File: config.mk
export PLATFORM = sky130hd
export DESIGN_NAME = ifu_fetch_resp
export DESIGN_NICKNAME = d
export VERILOG_FILES = /design/src/rtl/ifu_pkg.sv /design/src/rtl/fetch_line_buf.sv /design/src/rtl/ifu_fetch_resp.sv
export SDC_FILE = /design/constraint.sdc
export NUM_CORES = 1
export LEC_CHECK = 0
export CAP_MARGIN = 20
export CELL_PAD_IN_SITES_DETAIL_PLACEMENT = 2
export CELL_PAD_IN_SITES_GLOBAL_PLACEMENT = 2
export CORE_AREA = 2 2 162 244
export CTS_CLUSTER_DIAMETER = 40
export DETAILED_ROUTE_END_ITERATION = 16
export DIE_AREA = 0 0 164 246
export PLACE_DENSITY = 0.79
export SLEW_MARGIN = 20
export SYNTH_ARGS = -nofsm -noshare
export SYNTH_HDL_FRONTEND = slang
export SYNTH_HIERARCHICAL = 1
export SYNTH_SLANG_ARGS = --single-unit
File: constraint.sdc
create_clock -name clk -period 8.5 [get_ports clk]
set_input_delay 2.125 -clock clk [delete_from_list [all_inputs] [get_ports clk]]
set_output_delay 2.125 -clock clk [all_outputs]
set_load 0.005 [all_outputs]
File: src/rtl/ifu_pkg.sv
// Shared IFU definitions: fetch-responder FSM encoding, fault filler and reset PC.
package ifu_pkg;

  typedef enum logic [1:0] {
    LOOKUP = 2'd0,
    REQ    = 2'd1,
    WAIT   = 2'd2,
    RESP   = 2'd3
  } fetch_state_t;

  localparam logic [31:0] NOP_INSTR = 32'h0000_0013;
  localparam logic [63:0] RESET_PC  = 64'h0000_0000_8000_0000;

  // Picks the 32-bit instruction out of an aligned 64-bit word.
  function automatic logic [31:0] word_sel(input logic hi, input logic [63:0] word);
    return hi ? word[63:32] : word[31:0];
  endfunction

endpackage

File: src/rtl/fetch_line_buf.sv
// One-entry line buffer holding the last good 64-bit instruction word and its tag.
module fetch_line_buf (
  input  logic        clk,
  input  logic        rstn,
  input  logic [60:0] lookup_tag,
  input  logic        fill,
  input  logic        invalidate,
  input  logic [60:0] fill_tag,
  input  logic [63:0] fill_data,
  output logic        hit,
  output logic [63:0] data
);

  logic        valid;
  logic [60:0] tag;

  // NOTE: sequential state uses non-blocking (<=) so every register samples pre-edge values.
  always_ff @(posedge clk) begin
    if (!rstn) begin
      valid <= 1'b0;
    end else if (invalidate) begin
      valid <= 1'b0;
    end else if (fill) begin
      valid <= 1'b1;
    end
  end

  // NOTE: tag/data need no reset; they are never observed while valid is low.
  always_ff @(posedge clk) begin
    if (fill) begin
      tag  <= fill_tag;
      data <= fill_data;
    end
  end

  assign hit = valid && (tag == lookup_tag);

endmodule

File: src/rtl/ifu_fetch_resp.sv
// IFU fetch responder: answers pc with an instruction, from the line buffer or one memory read.
module ifu_fetch_resp
  import ifu_pkg::*;
#(
  parameter bit NOP_ON_FAULT = 1'b1,
  parameter bit BUF_EN       = 1'b1
) (
  input  logic        clk,
  input  logic        rstn,
  input  logic [63:0] pc,
  input  logic        fence_i,
  output logic [31:0] instr,
  output logic        ifu_update,
  output logic        fetch_fault,
  output logic        mem_req_valid,
  input  logic        mem_req_ready,
  output logic [63:0] mem_req_addr,
  input  logic        mem_rsp_valid,
  input  logic [63:0] mem_rsp_data,
  input  logic        mem_rsp_err
);

  localparam logic [31:0] FAULT_INSTR = NOP_ON_FAULT ? NOP_INSTR : 32'h0;

  fetch_state_t state_q, state_d;
  logic [63:2]  req_pc_q, req_pc_d;
  logic [31:0]  instr_d;
  logic         update_d, fault_d, req_valid_d;
  logic [63:0]  req_addr_d;
  logic         fill;
  logic         raw_hit, buf_hit;
  logic [63:0]  buf_data;

  fetch_line_buf u_line_buf (
    .clk        (clk),
    .rstn       (rstn),
    .lookup_tag (pc[63:3]),
    .fill       (fill),
    .invalidate (fence_i),
    .fill_tag   (req_pc_q[63:3]),
    .fill_data  (mem_rsp_data),
    .hit        (raw_hit),
    .data       (buf_data)
  );

  assign buf_hit = BUF_EN && raw_hit;

  // NOTE: every always_comb output gets a default first so no path infers a latch.
  always_comb begin
    state_d     = state_q;
    req_pc_d    = req_pc_q;
    instr_d     = instr;
    update_d    = 1'b0;
    fault_d     = fetch_fault;
    req_valid_d = mem_req_valid;
    req_addr_d  = mem_req_addr;
    fill        = 1'b0;

    unique case (state_q)
      LOOKUP: begin
        req_pc_d = pc[63:2];
        if (pc[1:0] != 2'b00) begin
          state_d  = RESP;
          update_d = 1'b1;
          fault_d  = 1'b1;
          instr_d  = FAULT_INSTR;
        end else if (buf_hit) begin
          state_d  = RESP;
          update_d = 1'b1;
          fault_d  = 1'b0;
          instr_d  = word_sel(pc[2], buf_data);
        end else begin
          state_d     = REQ;
          req_valid_d = 1'b1;
          req_addr_d  = {pc[63:3], 3'b000};
        end
      end
      REQ: begin
        if (mem_req_ready) begin
          state_d     = WAIT;
          req_valid_d = 1'b0;
        end
      end
      WAIT: begin
        if (mem_rsp_valid) begin
          state_d  = RESP;
          update_d = 1'b1;
          if (mem_rsp_err) begin
            fault_d = 1'b1;
            instr_d = FAULT_INSTR;
          end else begin
            fill    = 1'b1;
            fault_d = 1'b0;
            instr_d = word_sel(req_pc_q[2], mem_rsp_data);
          end
        end
      end
      RESP:    state_d = LOOKUP;
      default: state_d = LOOKUP;
    endcase
  end

  always_ff @(posedge clk) begin
    if (!rstn) begin
      state_q       <= LOOKUP;
      req_pc_q      <= '0;
      instr         <= '0;
      ifu_update    <= 1'b0;
      fetch_fault   <= 1'b0;
      mem_req_valid <= 1'b0;
      mem_req_addr  <= '0;
    end else begin
      state_q       <= state_d;
      req_pc_q      <= req_pc_d;
      instr         <= instr_d;
      ifu_update    <= update_d;
      fetch_fault   <= fault_d;
      mem_req_valid <= req_valid_d;
      mem_req_addr  <= req_addr_d;
    end
  end

endmodule

==> results of run 1 <==
[final timing paths]
| kind | startpoint | slack [ns] | endpoint | cells past startpoint |
|---|---|---|---|---|
| setup / recovery | pc[53] | 3.19 | instr[24] | 11 |
| hold / removal | req_pc_q[5] | 0.41 | u_line_buf/tag[2] | 0 |
| setup reg to reg | u_line_buf/tag[50] | 4.92 | instr[24] | 10 |
| hold reg to reg | req_pc_q[5] | 0.41 | u_line_buf/tag[2] | 0 |
[flip-flops by register name, summed over array words and instances, names as in the netlist]
signal and cells:
instr 32, u_line_buf/valid 1, mem_req_addr 61, u_line_buf/data 64, state_q 2, u_line_buf/tag 61, fetch_fault 1, ifu_update 1
req_pc_q 62, mem_req_valid 1
[cell type report]
cell class	count	area share
Clock inverter	24	0.0190
Sequential cell	286	0.454
Multi-Input combinational cell	585	0.261
Timing Repair Buffer	238	0.155
Inverter	24	0.00618
Clock buffer	46	0.0651
Antenna cell	1	0.000163
Tap cell	495	0.0403
[cells by family after synthesis]
logic type / count (synthesis)
AOI/OAI and AO/OA: 182
xor gates and xnor gates: 42
adders and majority gates: 4
buffers and inverters: 92
DFF: 286
muxes: 128
other: 1
and+or+nand+nor: 226
[power breakdown]
| part | switching (uW) | leakage, uW | internal (uW) |
|---|---|---|---|
| clock network | 628 | 0.000621 | 1010 |
| registers | 135 | 0.00247 | 1700 |
| logic | 666 | 0.00241 | 601 |
| total | 1430 | 0.00550 | 3310 |
[per-stage QoR]
step / utilization / std cells
5_1_grt: 0.402 / 1698
3_3_place_gp: 0.368 / 1627
6_report: 0.402 / 1699
4_1_cts: 0.402 / 1697
3_5_place_dp: 0.368 / 1627
2_1_floorplan: - / 963
[worst max-delay path, cell delays in order]
cell	delay, ns
clkdlybuf4s50_1	0.55
xnor2_1	0.14
o221ai_1	0.18
nor4_1	0.52
nand4_1	0.19
nor4_2	0.63
or4b_4	0.24
buf_4	0.42
buf_12	0.30
a21oi_1	0.14
a211oi_2	0.26
[layout by cell type (no fill, tap or decap), drive strengths merged, types with 5 or more instances in the layout]
cell type and n:
edfxtp 125, o22ai 13, clkinv 7, bufinv 5, mux2 7, xor2 13, clkbuf 46, a21oi 92
nor4 7, mux2i 121, nand2 128, clkdlybuf4s50 228, inv 32, o22a 29, a211oi 29, buf 10
xnor2 29, nor2 68, dfxtp 161, nand4 11
[layer usage]
layer	vias to the layer above	share of wire
li1	3849	-
met1	4162	0.39
met2	228	0.53
met3	47	0.053
met4	2	0.022
met5	-	0.00045
==> metrics.txt, run 1 <==
GR Util met1 0.195; Post-DRT Antenna Nets 0; total power 4740 uW; EDFF count, synth approximately 130; maxcap violations 0; synthesized instance count a little under 1000; Setup Fix Bufs, Post-CTS 0; top cell type's share of synthesized area 0.331; HP Class reg -> reg; initial antenna violation count 2; largest family of logic cells by synthesized area compound AO/OA/AOI/OAI gates; Slew HR 0.244; startpoint types primary input; Die H 246 um; Most used DFF post-synth dfxtp_1; worst slew pin tran 1.13 ns; Post-DP HPWL roughly 24000 um; count of final setup violators 0; vias in the first global route ~9300; vias per cell approximately 4.9; Data required, critical path ~8.9 ns; register area 6980 um2; outcome complete, no violations; maximum fanout along the worst path 53; Pins Over Slew Limit 0; hold slack a little over 0.4 ns; Detailed Routing Iterations Pass 1 4; Syn Area/Cell approximately 12 um2; Die Width around 160 um; final setup TNS 0 ns; # IOs about 230; Leak Pwr about 0.0055 uW; XOR/XNOR share of the synthesized area 0.0331; post-route setup slack ~3.2 ns; met3 Track Usage GR 0.0394; DRC 0; initial DRC count between 200 and 300; Overflow after GRT 0; Vias 8288; Post-Route WL between 30000 and 40000 um; WL/cell around 21 um; mux cell area share after synthesis 0.114; complex-gate fraction of the synthesized area 0.115; min cycle time layout around 5.3 ns; row count 88; final worst path period share 0.625; Fillers between 3000 and 4000; most instantiated cells after synthesis dfxtp_1, nand2_1, edfxtp_1; Max clock buf depth 3; Synth Area in Adders 0.00441; CTS tree built; crit path DAT around 5.7 ns; die footprint around 40000 um2; CTS clk-pin slew, worst paths around 0.060 ns; Seq cells post-synth roughly 290; clock skew 0.0266 ns; PwrDens between 300 and 400 nW/um2; fmax 0.188 GHz; total track usage 0.175; CP endpoint kind flip-flop; Port Buffers about 230; pin count of the biggest net entering global routing roughly 110; grt peak-use layer met2; Clock Sinks around 290; Syn Std Cell Area 11300 um2; post-synth cell types 45; dpl ws between 2 and 2.5 ns; Seq/Total Area, Yosys 0.615; routing usage on met2 0.328; VDD IR-drop max between 0.1 and 0.15 mV; synth warn 6; placed instance area roughly 14000 um2; first-pass GRT wire length between 50000 and 60000 um; Core Region around 38000 um2; crit path kind in -> reg; unrepaired setup endpoints after global routing no; GP Congestion between 0.7 and 0.8; final hold violations 0; Multi-input gate area 4010 um2; clock buffer count from CTS 38; hold buffer count at cts 0; fin area between 15000 and 20000 um2; clock latency on the worst-skew pair 0.54 ns; Initial Util 0.297; synth-to-layout area growth 35.5%; Synth area leader edfxtp_1; top post-synthesis cells by area edfxtp_1, dfxtp_1, mux2i_1, nand2_1, a21oi_1; PostCTS Resize Cnt 0; layout cells sized above 1 0.0956; nets 1311; clock root buffer clkbuf_16; Synth Area in Simple Gates 0.0831; most common cell in the netlist dfxtp_1; asr flop ratio synth 0; H-tree depth 2
No activity file was read; power rests on OpenSTA's default activity.
==> run 2: changes to the inputs <==
--- a/config.mk
+++ b/config.mk
@@ -8,11 +8,11 @@
 export CAP_MARGIN = 20
 export CELL_PAD_IN_SITES_DETAIL_PLACEMENT = 2
 export CELL_PAD_IN_SITES_GLOBAL_PLACEMENT = 2
-export CORE_AREA = 2 2 162 244
+export CORE_AREA = 2 2 155 233
 export CTS_CLUSTER_DIAMETER = 40
 export DETAILED_ROUTE_END_ITERATION = 16
-export DIE_AREA = 0 0 164 246
-export PLACE_DENSITY = 0.79
+export DIE_AREA = 0 0 157 235
+export PLACE_DENSITY = 0.82
 export SLEW_MARGIN = 20
 export SYNTH_ARGS = -nofsm -noshare
 export SYNTH_HDL_FRONTEND = slang
==> constraint.sdc (replaced) <==
create_clock -name clk -period 5.1 [get_ports clk]
set_input_delay 1.275 -clock clk [delete_from_list [all_inputs] [get_ports clk]]
set_output_delay 1.275 -clock clk [all_outputs]
set_load 0.005 [all_outputs]
==> run 2 against run 1 <==
Via count up 1.7%. Clock skew up 0.0047 ns. Register-to-register slack lost 3.1 ns. Non-clock buffer count increased by 13. Routed wire length grew 2.8%. Clock power grew 55%. Clock-buffer cell count decreased by 4. Total power up 63%. Worst setup slack lost 2.3 ns.
==> metrics.txt, run 2 (synthesized netlist as in run 1, its figures left out) <==
outcome complete, no violations; Post-DRT Antenna Nets 0; Slew HR 0.323; # IOs about 230; Data required, critical path between 5 and 6 ns; Post-DP HPWL approximately 25000 um; Most flops, register u_line_buf/data; clock latency on the worst-skew pair 0.54 ns; GP Congestion around 0.8; clock skew ~0.031 ns; RR Startpoint u_line_buf/tag[50]; DRC 0; die footprint 36900 um2; placed instance area between 10000 and 15000 um2; Detailed Routing Iterations Pass 1 6; min cycle time layout about 4.2 ns; Leak Pwr about 0.0055 uW; Setup Fix Bufs, Post-CTS 0; fmax 0.239 GHz; maximum fanout along the worst path 26; Worst R2R Path Depth 10; final worst path period share 0.820; startpoint types primary input; count of final setup violators 0; Overflow after GRT 0; Die H around 240 um; layout cells sized above 1 0.109; CP endpoint kind flip-flop; crit path kind in -> reg; fin area between 15000 and 20000 um2; total power roughly 7700 uW; end of the critical path instr[4]; CTS clk-pin slew, worst paths 0.06 ns; first-pass GRT wire length 56200 um; hold slack between 0.4 and 0.5 ns; commonest non-fill, non-tap cell in the layout clkdlybuf4s50_1; worst slew pin tran ~1.0 ns; maxcap violations 0; most frequent cells in the layout clkdlybuf4s50_1, dfxtp_1, nand2_1; synth-to-layout area growth 35.5%; Worst Setup SP pc[53]; Post-Route WL ~37000 um; clock buffer count from CTS 37; Initial Util 0.326; clock root buffer clkbuf_16; PwrDens approximately 500 nW/um2; hold buffer count at cts 0; VDD IR-drop max around 0.26 mV; Vias 8426; H-tree depth 2; CTS tree built; initial DRC count between 300 and 400; HP Class reg -> reg; row count 84; setup slack, reg-to-reg 1.87 ns; worst r2r dst instr[4]; fin util 0.442; Max clock buf depth 3; Die Width ~160 um; Clock Sinks roughly 290; Fillers 3514; final setup TNS 0 ns; max FFs per register 64; Pins Over Slew Limit 0; total track usage 0.198; Core Region between 30000 and 40000 um2; initial antenna violation count 1; leading registers by flop count u_line_buf/data (64), req_pc_q (62); vias per cell around 5; nets ~1300; unrepaired setup endpoints after global routing no; WL/cell about 22 um; pin count of the biggest net entering global routing 72; final hold violations 0; crit path DAT 4.62 ns; vias in the first global route between 9000 and 10000; Port Buffers about 230; PostCTS Resize Cnt 0
[run 2: cell count changes in the layout (fill, tap and decap cells not counted), moves of 2 or more]
cell / previous run / this run
bufinv_16: 5 / 0
buf_4: 7 / 18
clkbuf_1: 6 / 2
buf_12: 2 / 4
clkinv_4: 0 / 5
clkinv_2: 3 / 7
inv_6: 9 / 7
[run 2: how the worst min path moves through the flow]
stage / from / to / depth (start not counted)
global placement: req_pc_q[47] / u_line_buf/tag[44] / 0
floorplan: req_pc_q[3] / u_line_buf/tag[0] / 0
finish: req_pc_q[63] / u_line_buf/tag[60] / 0
detailed placement: req_pc_q[30] / u_line_buf/tag[27] / 0
CTS: req_pc_q[63] / u_line_buf/tag[60] / 0
global route: req_pc_q[63] / u_line_buf/tag[60] / 0
[run 2: through the flow]
stage / std cells / worst slack, ns
floorplan: 963 / 1.02
global placement: 1617 / 0.413
detailed placement: 1619 / 0.356
CTS: 1687 / 0.906
global route: 1687 / 0.735
finish: 1688 / 0.918
[run 2: layer usage]
layer,share of wire,track usage
met3,0.046,0.0391
met2,0.54,0.378
met5,0.00027,0
met4,0.029,0.0692
met1,0.38,0.213
[run 2: worst max-delay path: stages]
cell and delay, ns:
clkdlybuf4s50_1 0.59, xnor2_1 0.16, o221ai_1 0.17, nor4_1 0.57, nand4_1 0.21, nor4_2 0.34
buf_4 0.19, or4b_4 0.35, buf_4 0.35, nand3_1 0.18, o22ai_1 0.22
[run 2: where the power goes]
group / leakage (uW) / internal (uW) / switching (uW) / total [uW]
logic: 0.00248 / 1040 / 1140 / 2170
registers: 0.00247 / 2840 / 211 / 3050
clock network: 0.000587 / 1440 / 1080 / 2520
[run 2: cell type report]
class	instances	area, um2	area share
antenna	1	2.50	0.000163
clock buffer	42	997	0.0648
clock inverter	26	200	0.0130
inverter	24	95.1	0.00618
multi-input combinational	585	4010	0.261
timing repair buffer	251	2500	0.163
sequential	286	6980	0.454
tap	473	592	0.0385
==> run 3: changes to the inputs <==
==> constraint.sdc (replaced) <==
create_clock -name clk -period 4.13 [get_ports clk]
set_input_delay 1.0325 -clock clk [delete_from_list [all_inputs] [get_ports clk]]
set_output_delay 1.0325 -clock clk [all_outputs]
set_load 0.005 [all_outputs]
==> run 3 against run 2 <==
First-iteration DRC count grew 11%. Clock skew is 0.0068 ns lower. Clock power grew 25%. Global-route usage hardly changed. Sequential power grew 24%. Total power up 24%. Die area unchanged. Clock-buffer cell count grew 7. Cell area grew 0.63%. Sequential share of layout area down 0.29 points. Sequential cell count stayed put. Critical endpoint is now instr[11]. Largest cell class unchanged.
==> metrics.txt, run 3 (synthesized netlist as in run 1, its figures left out) <==
unrepaired setup endpoints after global routing no; Post-DP HPWL ~25000 um; PwrDens 622 nW/um2; Detailed Routing Iterations Pass 1 4; Leak Pwr approximately 0.0056 uW; GP Congestion 0.788; die footprint 36900 um2; CP Buf/Inv Count 3; H-tree depth 2; maximum fanout along the worst path 22; fmax 0.272 GHz; DRC 0; hold slack 0.430 ns; Post-Route WL 37000 um; CP endpoint kind flip-flop; fin util 0.445; hold buffer count at cts 0; initial antenna violation count 2; worst slew pin tran approximately 0.81 ns; CTS clk-pin slew, worst paths approximately 0.060 ns; Clock Sinks about 290; post-route setup slack ~0.45 ns; total track usage 0.198; first-pass GRT wire length 56000 um; VDD IR-drop max 0.247 mV; CTS tree built; outcome complete, no violations; # IOs 233; Initial Util 0.326; Slew HR 0.463; count of final setup violators 0; uppermost layer routed met5; final hold violations 0; Vias 8385; row count 84; Crit path top cell by count buf_4; pin count of the biggest net entering global routing 127; Max clock buf depth 3; Crit-path slowest cell clkdlybuf4s50_1; crit path kind in -> reg; dpl ws -0.134 ns; min cycle time layout about 3.7 ns; clock skew 0.0245 ns; layout cells sized above 1 0.115; Data required, critical path 4.55 ns; HP Class reg -> reg; DR WL met2 19900 um; Setup Fix Bufs, Post-CTS 0; vias per cell between 4 and 5; Post-DRT Antenna Nets 0; Overflow after GRT 0; PostCTS Resize Cnt 0; most frequent cells in the layout clkdlybuf4s50_1, dfxtp_1, nand2_1; initial DRC count 393; nets 1330; clock buffer count from CTS 37; commonest non-fill, non-tap cell in the layout clkdlybuf4s50_1; Die Width between 150 and 200 um; max FFs per register 64; leading registers by flop count u_line_buf/data (64), req_pc_q (62); maxcap violations 0; Pins Over Slew Limit 0; Core Region ~35000 um2; wire length on met3 slightly below 2000 um; final worst path period share 0.891; vias in the first global route between 9000 and 10000; met1 WL between 10000 and 15000 um; synth-to-layout area growth 36.4%; Die H 235 um; total power 9630 uW; max incr delay on CP about 0.6 ns; Port Buffers about 230; Largest delay share family, worst path simple AND/OR/NAND/NOR gates; Cell Chain, Critical Path clkdlybuf4s50_1, xnor2_1, o221ai_1, nor4_1, nand4_1, nor4_2, buf_4, or4b_4, buf_4, a21oi_1, a211oi_2; crit path DAT between 4 and 5 ns; startpoint types primary input; clock root buffer clkbuf_16; WL/cell ~22 um; clock latency on the worst-skew pair around 0.53 ns; Most flops, register u_line_buf/data
[run 3: cell count changes in the layout (fill, tap and decap cells not counted), sizes merged]
cell / before / now
clkinvlp: 3 / 2
clkbuf: 42 / 49
buf: 23 / 30
clkinv: 16 / 13
inv: 31 / 27
[run 3: final cells by class]
type	count	area, um2
fillers	3565	19300
flip-flops and latches	286	6980
multi-input cells	585	4010
repair buffers	258	2570
clock buffers	49	1090
well taps	473	592
clock inverters	18	133
inverters	24	95.1
diodes	1	2.50
[run 3: power breakdown]
part           internal (uW)  total, uW  switching (uW)
logic                   1290       2680            1390
clock network           1880       3150            1270
registers               3510       3790             286
[run 3: final timing paths]
path / start / endpoint / slack [ns] / depth (start not counted)
setup / recovery: pc[53] / instr[11] / 0.45 / 11
hold / removal: req_pc_q[15] / u_line_buf/tag[12] / 0.43 / 0
setup reg to reg: u_line_buf/tag[50] / instr[11] / 1.14 / 10
hold reg to reg: req_pc_q[15] / u_line_buf/tag[12] / 0.43 / 0
[run 3: layer usage]
layer / vias to the layer above / global-route usage
met1: 4203 / 0.209
met5: - / 0
met4: 2 / 0.0853
li1: 3880 / -
met2: 236 / 0.371
met3: 64 / 0.0435
[run 3: per-stage QoR]
step                cell area, um2  std cells  setup TNS, ns
floorplan                    11400        963              0
global placement             14200       1625              0
detailed placement           14200       1626          -4.43
CTS                          15500       1693              0
global route                 15500       1693              0
finish                       15500       1694              0
